<file path="src/rtl/circular_rotator_pkg.sv">
// circular_rotator_pkg: rotation direction type and a behavioural reference rotate.
package circular_rotator_pkg;
    typedef enum logic {ROT_RIGHT = 1'b0, ROT_LEFT = 1'b1} rot_dir_e;
    localparam int MAX_N = 64;
    function automatic logic [MAX_N-1:0] rot_ref(input logic [MAX_N-1:0] data, input int amt, input rot_dir_e dir, input int n);
        logic [MAX_N-1:0] mask;
        int k;
        mask = (MAX_N'(1) << n) - MAX_N'(1);
        k = dir == ROT_LEFT ? (n - amt % n) % n : amt % n;
        return ((data >> k) | (data << (n - k))) & mask;
    endfunction
endpackage

</file>
<file path="src/rtl/circular_rotator_pipelined_if.sv">
// circular_rotator_pipelined_if: upstream and downstream valid/ready channels of the rotator.
interface circular_rotator_pipelined_if
    import circular_rotator_pkg::*;
#(
    parameter int N = 8
);
    localparam int AW = $clog2(N);
    logic          up_vld;
    logic          up_rdy;
    logic [N-1:0]  up_data;
    logic [AW-1:0] up_amt;
    rot_dir_e      up_dir;
    logic          down_vld;
    logic          down_rdy;
    logic [N-1:0]  down_data;
    modport master (
        output up_vld, up_data, up_amt, up_dir, down_rdy,
        input  up_rdy, down_vld, down_data
    );
    modport slave (
        input  up_vld, up_data, up_amt, up_dir, down_rdy,
        output up_rdy, down_vld, down_data
    );
endinterface

</file>
<file path="src/rtl/circular_rotator_stage.sv">
// circular_rotator_stage: rotates din by SH in direction dir when en is set, else passes it.
module circular_rotator_stage
    import circular_rotator_pkg::*;
#(
    parameter int N  = 8,
    parameter int SH = 1
) (
    input  logic         en,
    input  rot_dir_e     dir,
    input  logic [N-1:0] din,
    output logic [N-1:0] dout
);
    always_comb dout = !en ? din : dir == ROT_LEFT ? {din[N-SH-1:0], din[N-1:N-SH]} : {din[SH-1:0], din[N-1:SH]};
endmodule

</file>
<file path="src/rtl/circular_rotator_pipelined.sv">
// circular_rotator_pipelined: valid/ready rotator with one pipeline stage per amount bit.
module circular_rotator_pipelined
    import circular_rotator_pkg::*;
#(
    parameter  int N  = 8,
    localparam int AW = $clog2(N)
) (
    input  logic clk,
    input  logic rst_n,
    circular_rotator_pipelined_if.slave bus
);
    logic          vld_q [AW];
    logic          vld_d [AW];
    logic [N-1:0]  data_q [AW];
    logic [N-1:0]  data_d [AW];
    logic [AW-1:0] amt_q [AW];
    logic [AW-1:0] amt_d [AW];
    rot_dir_e      dir_q [AW];
    rot_dir_e      dir_d [AW];
    logic          in_vld [AW];
    logic [N-1:0]  in_data [AW];
    logic [AW-1:0] in_amt [AW];
    rot_dir_e      in_dir [AW];
    logic [N-1:0]  rot [AW];
    logic [AW:0]   adv;
    always_comb begin
        in_vld[0]  = bus.up_vld;
        in_data[0] = bus.up_data;
        in_amt[0]  = bus.up_amt;
        in_dir[0]  = bus.up_dir;
        for (int s = 1; s < AW; s++) begin
            in_vld[s]  = vld_q[s-1];
            in_data[s] = data_q[s-1];
            in_amt[s]  = amt_q[s-1];
            in_dir[s]  = dir_q[s-1];
        end
    end
    for (genvar s = 0; s < AW; s++) begin : g_stage
        circular_rotator_stage #(.N(N), .SH(1 << s)) u_stage (
            .en  (in_amt[s][s]),
            .dir (in_dir[s]),
            .din (in_data[s]),
            .dout(rot[s])
        );
    end
    // A stage advances if it is empty or the stage after it advances, so bubbles collapse.
    always_comb begin
        adv[AW] = bus.down_rdy;
        for (int s = AW - 1; s >= 0; s--) adv[s] = !vld_q[s] || adv[s+1];
        for (int s = 0; s < AW; s++) begin
            vld_d[s]  = adv[s] ? in_vld[s] : vld_q[s];
            data_d[s] = adv[s] ? rot[s] : data_q[s];
            amt_d[s]  = adv[s] ? in_amt[s] : amt_q[s];
            dir_d[s]  = adv[s] ? in_dir[s] : dir_q[s];
        end
    end
    always_ff @(posedge clk or negedge rst_n) begin
        if (!rst_n) begin
            for (int s = 0; s < AW; s++) begin
                vld_q[s]  <= 1'b0;
                data_q[s] <= '0;
                amt_q[s]  <= '0;
                dir_q[s]  <= ROT_RIGHT;
            end
        end else begin
            for (int s = 0; s < AW; s++) begin
                vld_q[s]  <= vld_d[s];
                data_q[s] <= data_d[s];
                amt_q[s]  <= amt_d[s];
                dir_q[s]  <= dir_d[s];
            end
        end
    end
    assign bus.up_rdy    = adv[0];
    assign bus.down_vld  = vld_q[AW-1];
    assign bus.down_data = data_q[AW-1];
endmodule

</file>
<file path="src/flat_wrapper.sv">
// flat-port wrapper written by rule: the top's interface ports become plain ports
module circular_rotator_pipelined_flat import circular_rotator_pkg::*;
#(
    parameter  int N  = 8,
    localparam int AW = $clog2(N)
)
  (clk, rst_n, bus_up_vld, bus_up_data, bus_up_amt, bus_up_dir, bus_down_rdy, bus_up_rdy, bus_down_vld, bus_down_data);
  circular_rotator_pipelined_if #(.N(N)) bus_i ();
  input  logic clk;
  input  logic rst_n;
  input wire logic [$bits(bus_i.up_vld)-1:0] bus_up_vld;
  input wire logic [$bits(bus_i.up_data)-1:0] bus_up_data;
  input wire logic [$bits(bus_i.up_amt)-1:0] bus_up_amt;
  input wire logic [$bits(bus_i.up_dir)-1:0] bus_up_dir;
  input wire logic [$bits(bus_i.down_rdy)-1:0] bus_down_rdy;
  output wire logic [$bits(bus_i.up_rdy)-1:0] bus_up_rdy;
  output wire logic [$bits(bus_i.down_vld)-1:0] bus_down_vld;
  output wire logic [$bits(bus_i.down_data)-1:0] bus_down_data;
  assign bus_i.up_vld = bus_up_vld;
  assign bus_i.up_data = bus_up_data;
  assign bus_i.up_amt = bus_up_amt;
  assign bus_i.up_dir = bus_up_dir;
  assign bus_i.down_rdy = bus_down_rdy;
  assign bus_up_rdy = bus_i.up_rdy;
  assign bus_down_vld = bus_i.down_vld;
  assign bus_down_data = bus_i.down_data;
  circular_rotator_pipelined #(.N(N)) u_core (.clk(clk), .rst_n(rst_n), .bus(bus_i));
endmodule
</file>
<file path="config.mk">
export PLATFORM = sky130hd
export DESIGN_NAME = circular_rotator_pipelined_flat
export DESIGN_NICKNAME = d
export VERILOG_FILES = /design/src/rtl/circular_rotator_pkg.sv /design/src/rtl/circular_rotator_pipelined_if.sv /design/src/rtl/circular_rotator_stage.sv /design/src/rtl/circular_rotator_pipelined.sv /design/src/flat_wrapper.sv
export SDC_FILE = /design/constraint.sdc
export NUM_CORES = 1
export LEC_CHECK = 0
export CAP_MARGIN = 25
export CORE_ASPECT_RATIO = 1.2
export CORE_UTILIZATION = 57
export DETAILED_ROUTE_END_ITERATION = 16
export GPL_TIMING_DRIVEN = 1
export PLACE_DENSITY_LB_ADDON = 0.2
export SYNTH_ARGS = -nofsm -noshare
export SYNTH_HDL_FRONTEND = slang
export SYNTH_SLANG_ARGS = --single-unit
</file>
<file path="constraint.sdc">
create_clock -name clk -period 2.5 [get_ports clk]
set_clock_uncertainty 0.05 [all_clocks]
set_input_delay 0.5 -clock clk [delete_from_list [all_inputs] [get_ports clk]]
set_output_delay 0.5 -clock clk [all_outputs]
set_load 0.1 [all_outputs]
</file>
After elaboration in Yosys (flattened, before gate mapping):

Index checks and enable logic that the tools add are counted.

* logic and storage cells: 20
* register bits after elaboration: 34
* bits of input ports: 16
* output and inout port bits: 10

* mux-type cells: 5
* reduce and logical (&&, ||, !) cells: 6

Operator list (count)
* 2-to-1 mux 8 bit: 5
* zero test 1 bit: 3
* logical OR 1 bit: 3

Longest topological paths before layout:

* word-level depth: 4
* mapped depth: 5
* depth with buffers taken out: 3

Hierarchy:

Synthesis repeated with hierarchy kept, for this count alone.

* cell total of the unflattened synthesis: 141
* area, all modules: 1799.2 µm²

Modules (own cells, without submodules)
* circular_rotator_pipelined: area an instance 1302.5 µm², times used 1, cells an instance 78, seq. area each 800.8 µm²
* circular_rotator_stage at u_core.g_stage[0].u_stage ...: area an instance 182.7 µm², times used 2, cells an instance 27, seq. area each 0.0 µm²
* circular_rotator_stage at u_core.g_stage[2].u_stage: area an instance 131.4 µm², times used 1, cells an instance 9, seq. area each 0.0 µm²

Worst setup path before layout:

Ideal clock, no wire load.

* path type: reg-to-output
* from: register u_core.vld_q, in the netlist u_core.bus.down_vld
* to: output bus_up_rdy
* buffers on the path: 1
* slack: 0.066 ns
* stages on the path, launching flop included: 4
* data arrival time: 1.884 ns
* required time: 1.950 ns
* cells stage by stage: dfrtp_1 and4b_1 buf_2 inv_1

* longest elaborated chain between the ends: 4

Ends and longest elaborated chain
* from (decl): line circular_rotator_pipelined.sv:12 `logic vld_q [AW];`
* from (signal, indexed assignment): line circular_rotator_pipelined.sv:67 `vld_q[s] <= vld_d[s];`
* zero test 1 bit: line circular_rotator_pipelined.sv:49 `for (int s = AW - 1; s >= 0; s--) adv[s] = !vld_q[s] || adv[s+1];`
* logical OR 1 bit (3 in series): line circular_rotator_pipelined.sv:49
* to (decl): line flat_wrapper.sv:16 `output wire logic [$bits(bus_i.up_rdy)-1:0] bus_up_rdy;`

Every way passes these cells.

Worst setup path in the final report:

* from: input bus_down_rdy
* to: output bus_up_rdy

* longest elaborated chain between the ends: 3

Ends and longest elaborated chain
* from (decl): line flat_wrapper.sv:15 `input wire logic [$bits(bus_i.down_rdy)-1:0] bus_down_rdy;`
* logical OR 1 bit (3 in series): line circular_rotator_pipelined.sv:49

Every way passes these cells.

==> metrics.txt <==
# TYPE chip_impl_metric gauge
chip_impl_metric{name="yosysSeqAreaShare",unit="%"} 47.22
chip_impl_metric{name="yosys.area_share.xor_xnor",unit="%"} 0
chip_impl_metric{name="drt_drc_violations_left",unit=""} 0
chip_impl_info{name="timing.setup.critical_path_class",value="input pin to output pin"} 1
chip_impl_metric{name="post_synth_and_or_nand_nor_area_fraction",unit="%"} 8.149
chip_impl_metric{name="die-width",unit="microns"} 51.01
chip_impl_metric{name="gpl.final_weighted_congestion",unit=""} 0.7921
chip_impl_metric{name="maximum_buffer_depth_of_the_clock_tree",unit=""} 2
chip_impl_metric{name="port_buffers",unit=""} 25
chip_impl_metric{name="synthMuxAreaShare",unit="%"} 17.82
chip_impl_metric{name="synth_cell_types",unit=""} 20
chip_impl_metric{name="final_layout_size_suffix_gt1_share",unit="%"} 15.76
chip_impl_metric{name="max_cap_viol_count",unit=""} 0
chip_impl_info{name="timing.critical_path.to_type",value="output pin"} 1
chip_impl_metric{name="final_max_slew_viol_count",unit=""} 0
chip_impl_metric{name="htreeDepth",unit=""} 2
chip_impl_metric{name="antenna_found_initial",unit=""} 0
chip_impl_metric{name="timing.critical_path.arrival",unit="ns"} 1.49
chip_impl_metric{name="synth_fa_ha_area_share",unit="%"} 0
chip_impl_metric{name="dr_iter_0_viols",unit=""} 23
chip_impl_metric{name="synth-edff-count",unit=""} 0
chip_impl_metric{name="post_cts_setup_inserts",unit=""} 0
chip_impl_metric{name="dp.final_hpwl",unit="microns"} 2075
chip_impl_metric{name="finalCritPeriodShare",unit="%"} 81.67
chip_impl_metric{name="vias",unit=""} 1118
chip_impl_metric{name="syn_to_final_growth",unit="%"} 12.57
chip_impl_metric{name="placementRows",unit=""} 20
chip_impl_info{name="crit_path_start_kind",value="input pin"} 1
chip_impl_metric{name="detail_route.vias_per_cell",unit=""} 5.646
chip_impl_metric{name="total_leakage_power",unit="nW"} 0.8970
chip_impl_metric{name="synth_compound_gate_area_share",unit="%"} 17.36
chip_impl_info{name="synth_most_common_cell",value="dfrtp_1"} 1
chip_impl_info{name="postSynth.topFlopCell",value="dfrtp_1"} 1
chip_impl_metric{name="synthesis.area_per_instance",unit="sq um"} 10.95
chip_impl_metric{name="clock_sinks",unit=""} 31
chip_impl_info{name="synth.top_cells.by_count",value="dfrtp_1, mux2i_1, a21o_1, nor2_1, a211oi_1"} 1
chip_impl_info{name="synth_top_family_by_area",value="multiplexers"} 1
chip_impl_info{name="ys_top_cells_by_area",value="dfrtp_1, mux2i_1, a21o_1"} 1
chip_impl_metric{name="avgRoutedWirePerCell",unit="microns"} 13.81
chip_impl_metric{name="crit_path_max_fanout",unit=""} 3
chip_impl_metric{name="async_flop_share",unit="%"} 100.0
chip_impl_metric{name="power_dens_cells",unit="mW/mm^2"} 869.5
chip_impl_metric{name="power.ir.vdd_worst",unit="mV"} 0.6693
chip_impl_metric{name="drt.antenna.violating_nets",unit=""} 0
chip_impl_metric{name="synth_top_area_share",unit="%"} 47.22
chip_impl_metric{name="min_period",unit="ns"} 2.042
chip_impl_metric{name="synth-warning-count",unit=""} 0
chip_impl_metric{name="ys_seq_elements",unit=""} 31
chip_impl_metric{name="setup-violations-final",unit=""} 0
chip_impl_metric{name="grt_max_degree",unit=""} 32
chip_impl_metric{name="antenna_cells",unit=""} 0
chip_impl_info{name="largest_area_contributor_in_the_netlist",value="dfrtp_1"} 1
chip_impl_metric{name="cts_buffers",unit=""} 5
chip_impl_metric{name="fp.dieArea",unit="sq mm"} 0.003102
chip_impl_metric{name="synth.cell_area",unit="sq mm"} 0.001643
chip_impl_metric{name="core_area",unit="sq mm"} 0.002628
chip_impl_metric{name="grt_first_pass_wirelength",unit="microns"} 4795
chip_impl_metric{name="slew-limit-headroom",unit="%"} 59.42
chip_impl_info{name="grt_setup_unrepaired",value="false"} 1
chip_impl_metric{name="max_slew.worst_pin.slew",unit="ns"} 0.6087
chip_impl_metric{name="cts_resized",unit=""} 0
chip_impl_metric{name="ios",unit=""} 26
chip_impl_metric{name="fin_setup_tns",unit="ns"} 0
chip_impl_info{name="root_buffer",value="clkbuf_4"} 1
chip_impl_info{name="hold_wc_path_type",value="register to register"} 1
chip_impl_metric{name="drt_first_pass_iters",unit=""} 4
chip_impl_metric{name="clkTransAtPathRegs",unit="ns"} 0.09
chip_impl_metric{name="final_net_count",unit=""} 181
chip_impl_info{name="status",value="complete, no violations"} 1
chip_impl_metric{name="finalWirelength",unit="microns"} 2735
chip_impl_metric{name="die_y",unit="microns"} 60.81
chip_impl_info{name="tritoncts",value="yes"} 1
chip_impl_metric{name="initial_utilization",unit="%"} 62.52
chip_impl_metric{name="clock.fmax",unit="MHz"} 489.8
chip_impl_metric{name="timing.hold.ws",unit="ns"} 0.4127
chip_impl_metric{name="cp_data_required_time",unit="ns"} 1.95
chip_impl_metric{name="number_of_global_route_vias_before_repair",unit=""} 1109
chip_impl_metric{name="synthesis.instances",unit=""} 150
chip_impl_metric{name="synth_nets",unit=""} 166
chip_impl_metric{name="overall_overflow_remaining_after_global_route",unit=""} 0
chip_impl_metric{name="insertion_delay",unit="ns"} 0.32
chip_impl_metric{name="report.final.hold_viol_count",unit=""} 0
chip_impl_metric{name="cts_hold_repair.buffers",unit=""} 0
chip_impl_metric{name="grt_util_all_layers",unit="%"} 21.49
-- placed cells by master (no fill, tap or decap) --
| cell type | count |
|---|---|
| a211oi_1 | 15 |
| a211oi_2 | 1 |
| a21o_1 | 16 |
| and3b_1 | 1 |
| and4b_1 | 1 |
| buf_12 | 1 |
| buf_4 | 12 |
| clkbuf_4 | 5 |
| clkbuf_8 | 1 |
| clkdlybuf4s50_1 | 15 |
| clkinv_2 | 1 |
| dfrtp_1 | 31 |
| inv_1 | 1 |
| mux2_2 | 2 |
| mux2_4 | 2 |
| mux2i_1 | 24 |
| nand2_1 | 8 |
| nor2_1 | 16 |
| nor2b_1 | 1 |
| o21ai_0 | 8 |
| or2_1 | 2 |
| or2_2 | 1 |
-- cell families after synthesis --
| group | after synthesis |
|---|---|
| AO/OA/AOI/OAI | 40 |
| flip-flops | 31 |
| AND/OR/NAND/NOR | 30 |
| multiplexers | 28 |
| buffers and inverters | 21 |
-- registers in the layout, indices dropped and copies added, names as in the netlist --
signal,cells
u_core.data_q,16
u_core.in_vld,2
u_core.dir_q,1
u_core.bus.down_data,8
u_core.amt_q,3
u_core.bus.down_vld,1
-- critical path: stages --
cell	delay [ns]
clkdlybuf4s50_1	0.49
and4b_1	0.22
inv_1	0.10
buf_12	0.18
-- worst paths after layout --
path	slack, ns	start	to	depth (start not counted)
max in group asynchronous	1.60	rst_n	u_core.data_q[21]$_DFFE_PN0P_	2
max	0.46	bus_down_rdy	bus_up_rdy	4
min in group asynchronous	0.51	rst_n	u_core.data_q[15]$_DFFE_PN0P_	2
min reg2reg	0.41	u_core.in_vld[1]$_DFFE_PN0P_	u_core.in_vld[0]$_DFFE_PN0P_	1
min	0.41	u_core.in_vld[1]$_DFFE_PN0P_	u_core.in_vld[0]$_DFFE_PN0P_	1
max reg2reg	0.99	u_core.bus.down_vld$_DFFE_PN0P_	u_core.amt_q[5]$_DFFE_PN0P_	2
-- power breakdown --
part / switching (W) / internal [W]
clock network: 0.000156 / 0.000130
registers: 0.0000940 / 0.000599
logic: 0.000432 / 0.000197
-- routing by layer --
layer | up-vias | share of wire (%) | wire length (microns) | GRT usage [%]
met2 | 30 | 54 | 1479 | 41.35
met1 | 530 | 42 | 1136 | 21.83
met4 | 0 | 0.26 | 7 | 5.952
met3 | 2 | 4.1 | 112 | 7.519
li1 | 556 | - | - | -
met5 | - | 0 | 0 | 0
-- area by class of cell --
type                            count  area, sq um
Clock buffer                        6        51.30
Clock inverter                      1        5.005
Fill cell                         218        778.2
Inverter                            1        3.754
Multi-Input combinational cell     98        711.9
Sequential cell                    31        775.7
Tap cell                           33        41.29
Timing Repair Buffer               28        260.3
-- stage by stage --
step	cells	area (sq um)	power [W]	worst slack [ns]	util [%]
global route	198	1849	0.001700	0.4248	70.38
CTS	198	1849	0.001624	0.4557	70.38
finish	198	1849	0.001608	0.4583	70.38
global placement	191	1793	0.001315	0.4241	68.24
detailed placement	191	1793	0.001337	0.3923	68.24
floorplan	150	1643	0.001253	0.06610	-
Power figures use the tool's default switching activity.
